File: config.mk
export PLATFORM = sky130hd
export DESIGN_NAME = regbank_arbiter
export DESIGN_NICKNAME = d
export VERILOG_FILES = /design/src/rtl/regbank_arb_pkg.sv /design/src/rtl/regbank_arbiter_rr_arb2.sv /design/src/rtl/regbank_arbiter.sv
export SDC_FILE = /design/constraint.sdc
export NUM_CORES = 1
export LEC_CHECK = 0
export CORE_MARGIN = 2
export CORE_UTILIZATION = 35
export CTS_CLUSTER_SIZE = 8
export DETAILED_ROUTE_END_ITERATION = 12
export PLACE_DENSITY = 0.9
export REMOVE_ABC_BUFFERS = 1
export SYNTH_ARGS = -nofsm -noshare
export SYNTH_HDL_FRONTEND = slang
export SYNTH_SLANG_ARGS = --single-unit
export TNS_END_PERCENT = 100
File: constraint.sdc
create_clock -name clk -period 4.3 [get_ports clk]
set_clock_uncertainty 0.1 [all_clocks]
set_input_delay 1.075 -clock clk [delete_from_list [all_inputs] [get_ports clk]]
set_output_delay 1.075 -clock clk [all_outputs]
set_load 0.01 [all_outputs]
File: src/rtl/regbank_arb_pkg.sv
// Shared types and constants for the register-bank arbiter.
package regbank_arb_pkg;

  typedef enum logic [1:0] {IDLE, OWN0, OWN1} arb_state_t;

  localparam int CPU_ID = 0;
  localparam int SPI_ID = 1;

endpackage

File: src/rtl/regbank_arbiter_rr_arb2.sv
// Two-way round-robin pick: on a tie the requester not granted last wins.
module rr_arb2 (
  input  logic       last_grant,
  input  logic [1:0] req,
  output logic [1:0] gnt
);

  assign gnt[0] = req[0] & (~req[1] | last_grant);
  assign gnt[1] = req[1] & (~req[0] | ~last_grant);

endmodule

File: src/rtl/regbank_arbiter.sv
// Arbitrates CPU and SPI access onto one register-bank port, with optional
// bounded lock ownership and a one-cycle registered read response.
//
// state | meaning
// IDLE  | round-robin between both requesters
// OWN0  | CPU holds the bank under lock
// OWN1  | SPI holds the bank under lock
module regbank_arbiter
  import regbank_arb_pkg::*;
#(
  parameter int REG_WIDTH = 32,
  parameter int REG_COUNT = 16,
  parameter int LOCK_MAX  = 8,
  localparam int ADDR_W   = $clog2(REG_COUNT)
) (
  input  logic                   clk,
  input  logic                   rst_n,
  input  logic [1:0]             req_valid,
  output logic [1:0]             req_ready,
  input  logic [1:0]             req_we,
  input  logic [1:0]             req_lock,
  input  logic [2*ADDR_W-1:0]    req_addr,
  input  logic [2*REG_WIDTH-1:0] req_wdata,
  output logic [1:0]             rsp_valid,
  output logic [REG_WIDTH-1:0]   rsp_rdata,
  output logic                   rb_we,
  output logic [ADDR_W-1:0]      rb_waddr,
  output logic [REG_WIDTH-1:0]   rb_wdata,
  output logic [ADDR_W-1:0]      rb_raddr1,
  output logic [ADDR_W-1:0]      rb_raddr2,
  input  logic [REG_WIDTH-1:0]   rb_rdata1,
  input  logic [REG_WIDTH-1:0]   rb_rdata2
);

  localparam int LOCK_CW = $clog2(LOCK_MAX + 1);

  arb_state_t           state, state_d;
  logic                 last_grant, last_grant_d;
  logic [LOCK_CW-1:0]   lock_cnt, lock_cnt_d;
  logic [ADDR_W-1:0]    raddr_q;
  logic [1:0]           rr_gnt;
  logic [1:0]           ready_raw;
  logic [1:0]           xfer;
  logic                 sel;
  logic                 any_xfer;
  logic                 rd_xfer;
  logic                 own_id;
  logic [ADDR_W-1:0]    sel_addr;
  logic [REG_WIDTH-1:0] sel_wdata;
  logic                 unused_rdata2;

  rr_arb2 u_rr (
    .last_grant (last_grant),
    .req        (req_valid),
    .gnt        (rr_gnt)
  );

  always_comb begin
    ready_raw = 2'b00;
    case (state)
      IDLE:    ready_raw = rr_gnt;
      OWN0:    ready_raw = {1'b0, req_valid[CPU_ID]};
      OWN1:    ready_raw = {req_valid[SPI_ID], 1'b0};
      default: ready_raw = 2'b00;
    endcase
  end

  // Gated by rst_n so nothing reaches the bank while reset is held.
  assign req_ready = ready_raw & {2{rst_n}};
  assign xfer      = req_valid & req_ready;
  assign any_xfer  = |xfer;
  assign sel       = xfer[1];
  assign sel_addr  = sel ? req_addr[ADDR_W +: ADDR_W] : req_addr[0 +: ADDR_W];
  assign sel_wdata = sel ? req_wdata[REG_WIDTH +: REG_WIDTH] : req_wdata[0 +: REG_WIDTH];
  assign rd_xfer   = any_xfer & ~req_we[sel];

  assign rb_we     = any_xfer & req_we[sel];
  assign rb_waddr  = rb_we ? sel_addr : '0;
  assign rb_wdata  = rb_we ? sel_wdata : '0;
  assign rb_raddr1 = rd_xfer ? sel_addr : raddr_q;
  assign rb_raddr2 = '0;

  assign unused_rdata2 = ^rb_rdata2;
  assign own_id        = (state == OWN1);

  always_comb begin
    state_d      = state;
    lock_cnt_d   = lock_cnt;
    last_grant_d = last_grant;
    if (any_xfer) last_grant_d = sel;
    case (state)
      IDLE: begin
        if (any_xfer && req_lock[sel]) begin
          state_d    = sel ? OWN1 : OWN0;
          lock_cnt_d = LOCK_CW'(1);
        end
      end
      OWN0, OWN1: begin
        if (!req_valid[own_id]) begin
          state_d    = IDLE;
          lock_cnt_d = '0;
        end else if (any_xfer) begin
          // Reaching LOCK_MAX-1 forces release; last_grant already points here.
          if (req_lock[own_id] && lock_cnt < LOCK_CW'(LOCK_MAX - 1)) begin
            lock_cnt_d = lock_cnt + LOCK_CW'(1);
          end else begin
            state_d    = IDLE;
            lock_cnt_d = '0;
          end
        end
      end
      default: begin
        state_d    = IDLE;
        lock_cnt_d = '0;
      end
    endcase
  end

  always_ff @(posedge clk or negedge rst_n) begin
    if (!rst_n) begin
      state      <= IDLE;
      last_grant <= 1'b1;
      lock_cnt   <= '0;
      rsp_valid  <= 2'b00;
      rsp_rdata  <= '0;
      raddr_q    <= '0;
    end else begin
      state      <= state_d;
      last_grant <= last_grant_d;
      lock_cnt   <= lock_cnt_d;
      rsp_valid  <= rd_xfer ? (sel ? 2'b10 : 2'b01) : 2'b00;
      if (rd_xfer) rsp_rdata <= rb_rdata1;
      raddr_q    <= rb_raddr1;
    end
  end

endmodule

==> results.tsv <==
stage	metric	value	unit
power_and_ir_drop	combinational power share	0.569	
global_route	first-pass GRT wire length	13500	um
synthesis	largest cells by area after synthesis	dfrtp_1 (42%), mux2_2 (13%), nand2_1 (10%)	
synthesis	post-synthesis adder-cell area fraction	0.0241	
sta	Post-Route Setup TNS	0	ps
status	status	finished clean	
clock_network	CTS Sinks	45	
placement	Inst Count DP	564	
power_and_ir_drop	Lkg Pwr	2.18	nW
min_path	Tightest Hold Check Type	reg2reg	
finish	Area Growth Syn to Fin	87.1	%
floorplanning	Initial Util	0.360	
global_route	total gr overflow	0	
floorplanning	Rows	31	
run	max_cap viols	0	
power_and_ir_drop	P_int	1.62	mW
setup_path	CP max stage cell	or3_4	
setup_path	Worst Path Max Fanout	10	
synthesis	Syn. warnings	0	
finish	fraction of layout cells with a size suffix above 1	0.169	
route	Antenna Violating Nets Remaining	0	
sta	fin. max-slew vios	0	
synthesis	syn_area_per_cell	9.59	um2
placement	GPL Wtd Cong	0.863	
synthesis	number of synthesized flops with an enable pin	0	
floorplanning	chip height	90.2	um
synthesis	combinational family with the most area after synthesis	multiplexers	
finish	commonest non-fill, non-tap cell in the layout	clkdlybuf4s50_1	
route	1st-iter DRT viols	54	
clock_network	CTS Buffer Depth	2	
route	Vias/cell	4.71	
clock_network	CTS tree	built	
setup_path	Top delay family on crit path	buffers and inverters	
sta	Worst Slack Setup Final	67.7	ps
synthesis	cell taking the most area after synthesis	dfrtp_1	
setup_path	crit start category	primary input	
setup_path	WP data required	3120	ps
global_route	initial antenna violation count	0	
route	vias	2726	
synthesis	Seq cells post-synth	45	
setup_path	Data arrival, critical path	3060	ps
synthesis	area share of the largest cell type after synthesis	0.424	
synthesis	compound-gate portion of the synthesized area	0.133	
synthesis	mux contribution to synthesized area	0.170	
clock_network	number of buffers created by CTS	5	
power_and_ir_drop	switching power	0.840	mW
setup_path	Bufs and invs on worst path	5	
synthesis	Post-Synth XOR/XNOR Area	0	
finish	design area	4860	um2
clock_network	Worst-path clk slew	80	ps
route	DRT Wirelength	8630	um
sta	relative slew slack	0.623	
sta	Hold Vio Cnt, Final	0	
finish	Layout Utilization	0.674	
sta	period utilization	0.984	
finish	final cell count without fillers	579	
sta	Fmax	236	MHz
clock_network	H-tree depth	2	
floorplanning	Die W	90.2	um
floorplanning	I/O pins	225	
sta	actual transition at the worst max-transition pin	565	ps
global_route	vias in the first global route	2911	
synthesis	register area share after synthesis	0.434	
synthesis	Yosys cell types	39	
placement	pre-CTS setup slack	-272	ps
floorplanning	Die ar.	8130	um2
power_and_ir_drop	Overall Power	2.46	mW
finish	# fillers	575	
floorplanning	core area	7210	um2
setup_path	CP Capture Type	output pin	
placement	Buffers on Ports	188	
synthesis	Post-Syn Instances	271	
synthesis	post-synthesis instance area	2600	um2
power_and_ir_drop	part of the power in registers	0.298	
setup_path	CP cell instances	clkdlybuf4s50_1, and3b_1, or3_4, inv_6, a22oi_4, buf_6, clkbuf_16, a21oi_1, clkdlybuf4s15_1	
sta	minimum clock period	4230	ps
route	Pre-antenna DRT Iters	4	
synthesis	Post-synth ARST share	1.00	
sta	final setup vio count	0	
placement	DP Area	4670	um2
clock_network	Post-CTS Hold Fix Bufs	0	
clock_network	Clock Latency Late Sink	290	ps
finish	most frequent cells in the layout	clkdlybuf4s50_1 (146), nand2_1 (69), dfrtp_1 (44), a21oi_1 (37), mux2_2 (31)	
route	wire length per cell	14.9	um
clock_network	clk root buf	clkbuf_8	
power_and_ir_drop	worst ir drop on vdd	0.000353	V
route	DRC	0	
setup_path	crit-path max cell delay	440	ps
finish	nets	628	
power_and_ir_drop	Sw Ratio	0.342	
global_route	GR Util All Layers	0.203	
power_and_ir_drop	clock share of power	0.133	
synthesis	Top FF cell, synth	dfrtp_1	
finish	antenna cells	0	
synthesis	Synth Area in Simple Gates	0.167	
placement	post-DP HPWL	6860	um
setup_path	Crit Path Class	in2out	
power_and_ir_drop	power per cell area	506	nW/um2
global_route	largest net degree at the start of global routing	47	
sta	Min Hold Slack	389	ps
==> final timing paths <==
kind | start | endpoint | slack [ps] | depth (start not counted)
setup / recovery | req_valid[0] | rb_wdata[28] | 70 | 9
hold / removal | rsp_rdata[7]$_DFFE_PN0P_ | rsp_rdata[7]$_DFFE_PN0P_ | 390 | 1
setup reg to reg | state[0]$_DFFE_PN0P_ | rsp_rdata[12]$_DFFE_PN0P_ | 1650 | 8
hold reg to reg | rsp_rdata[7]$_DFFE_PN0P_ | rsp_rdata[7]$_DFFE_PN0P_ | 390 | 1
max in group asynchronous | rst_n | raddr_q[0]$_DFF_PN0_ | 2900 | 2
min in group asynchronous | rst_n | lock_cnt[1]$_DFFE_PN0P_ | 810 | 2
==> repair_timing <==
action / in CTS / in global routing
resized for setup: 42 / 28
endpoints found under the setup margin: 41 / 30
pin swaps: 2 / 1
cloned: 0 / 1
buffers inserted: 4 / 2
==> cell families after synthesis <==
logic type                 Yosys count
AOI/OAI and AO/OA                   54
adders and majority gates            5
buffers and inverters               26
DFF                                 45
muxes                               40
other                                1
and+or+nand+nor                    100
==> registers in the layout (all words and copies together), names as in the netlist <==
name / cells
rsp_valid: 2
rsp_rdata: 32
state: 2
last_grant: 1
lock_cnt: 4
raddr_q: 4
==> Yosys cell counts, types with 3 or more instances <==
cell type  number
clkbuf_1        3
ha_1            5
o21ai_0         5
mux2_1          3
nor2_1         14
buf_6           8
a21oi_1        37
nand2b_1        3
buf_4           4
dfrtp_1        44
and3b_1         3
mux2i_1         6
buf_2           4
mux2_2         31
nand2_1        69
nand3b_1        4
inv_1           6
==> power groups by stage <==
stage	sequential, mW	combinational (mW)	clock [mW]
after floorplan	0.800	0.558	0
after global placement	0.725	1.37	0
after detailed placement	0.742	1.40	0
after CTS	0.735	1.38	0.340
after global routing	0.763	1.51	0.356
final	0.732	1.40	0.327
==> layer usage <==
metal	share of wire	up-vias	track usage
met2	0.52	126	0.387
li1	-	1323	-
met5	0	-	0
met3	0.076	12	0.0620
met4	0.018	0	0.0628
met1	0.39	1265	0.211
==> cell type report <==
cell class	count	area [um2]	area share
inverter	7	31.3	0.00643
timing repair buffer	217	2150	0.443
multi-input combinational	203	1310	0.268
sequential	45	1130	0.232
clock buffer	6	82.6	0.0170
tap	99	124	0.0255
clock inverter	2	37.5	0.00772
Note: power is estimated with default switching activity, not from simulation.
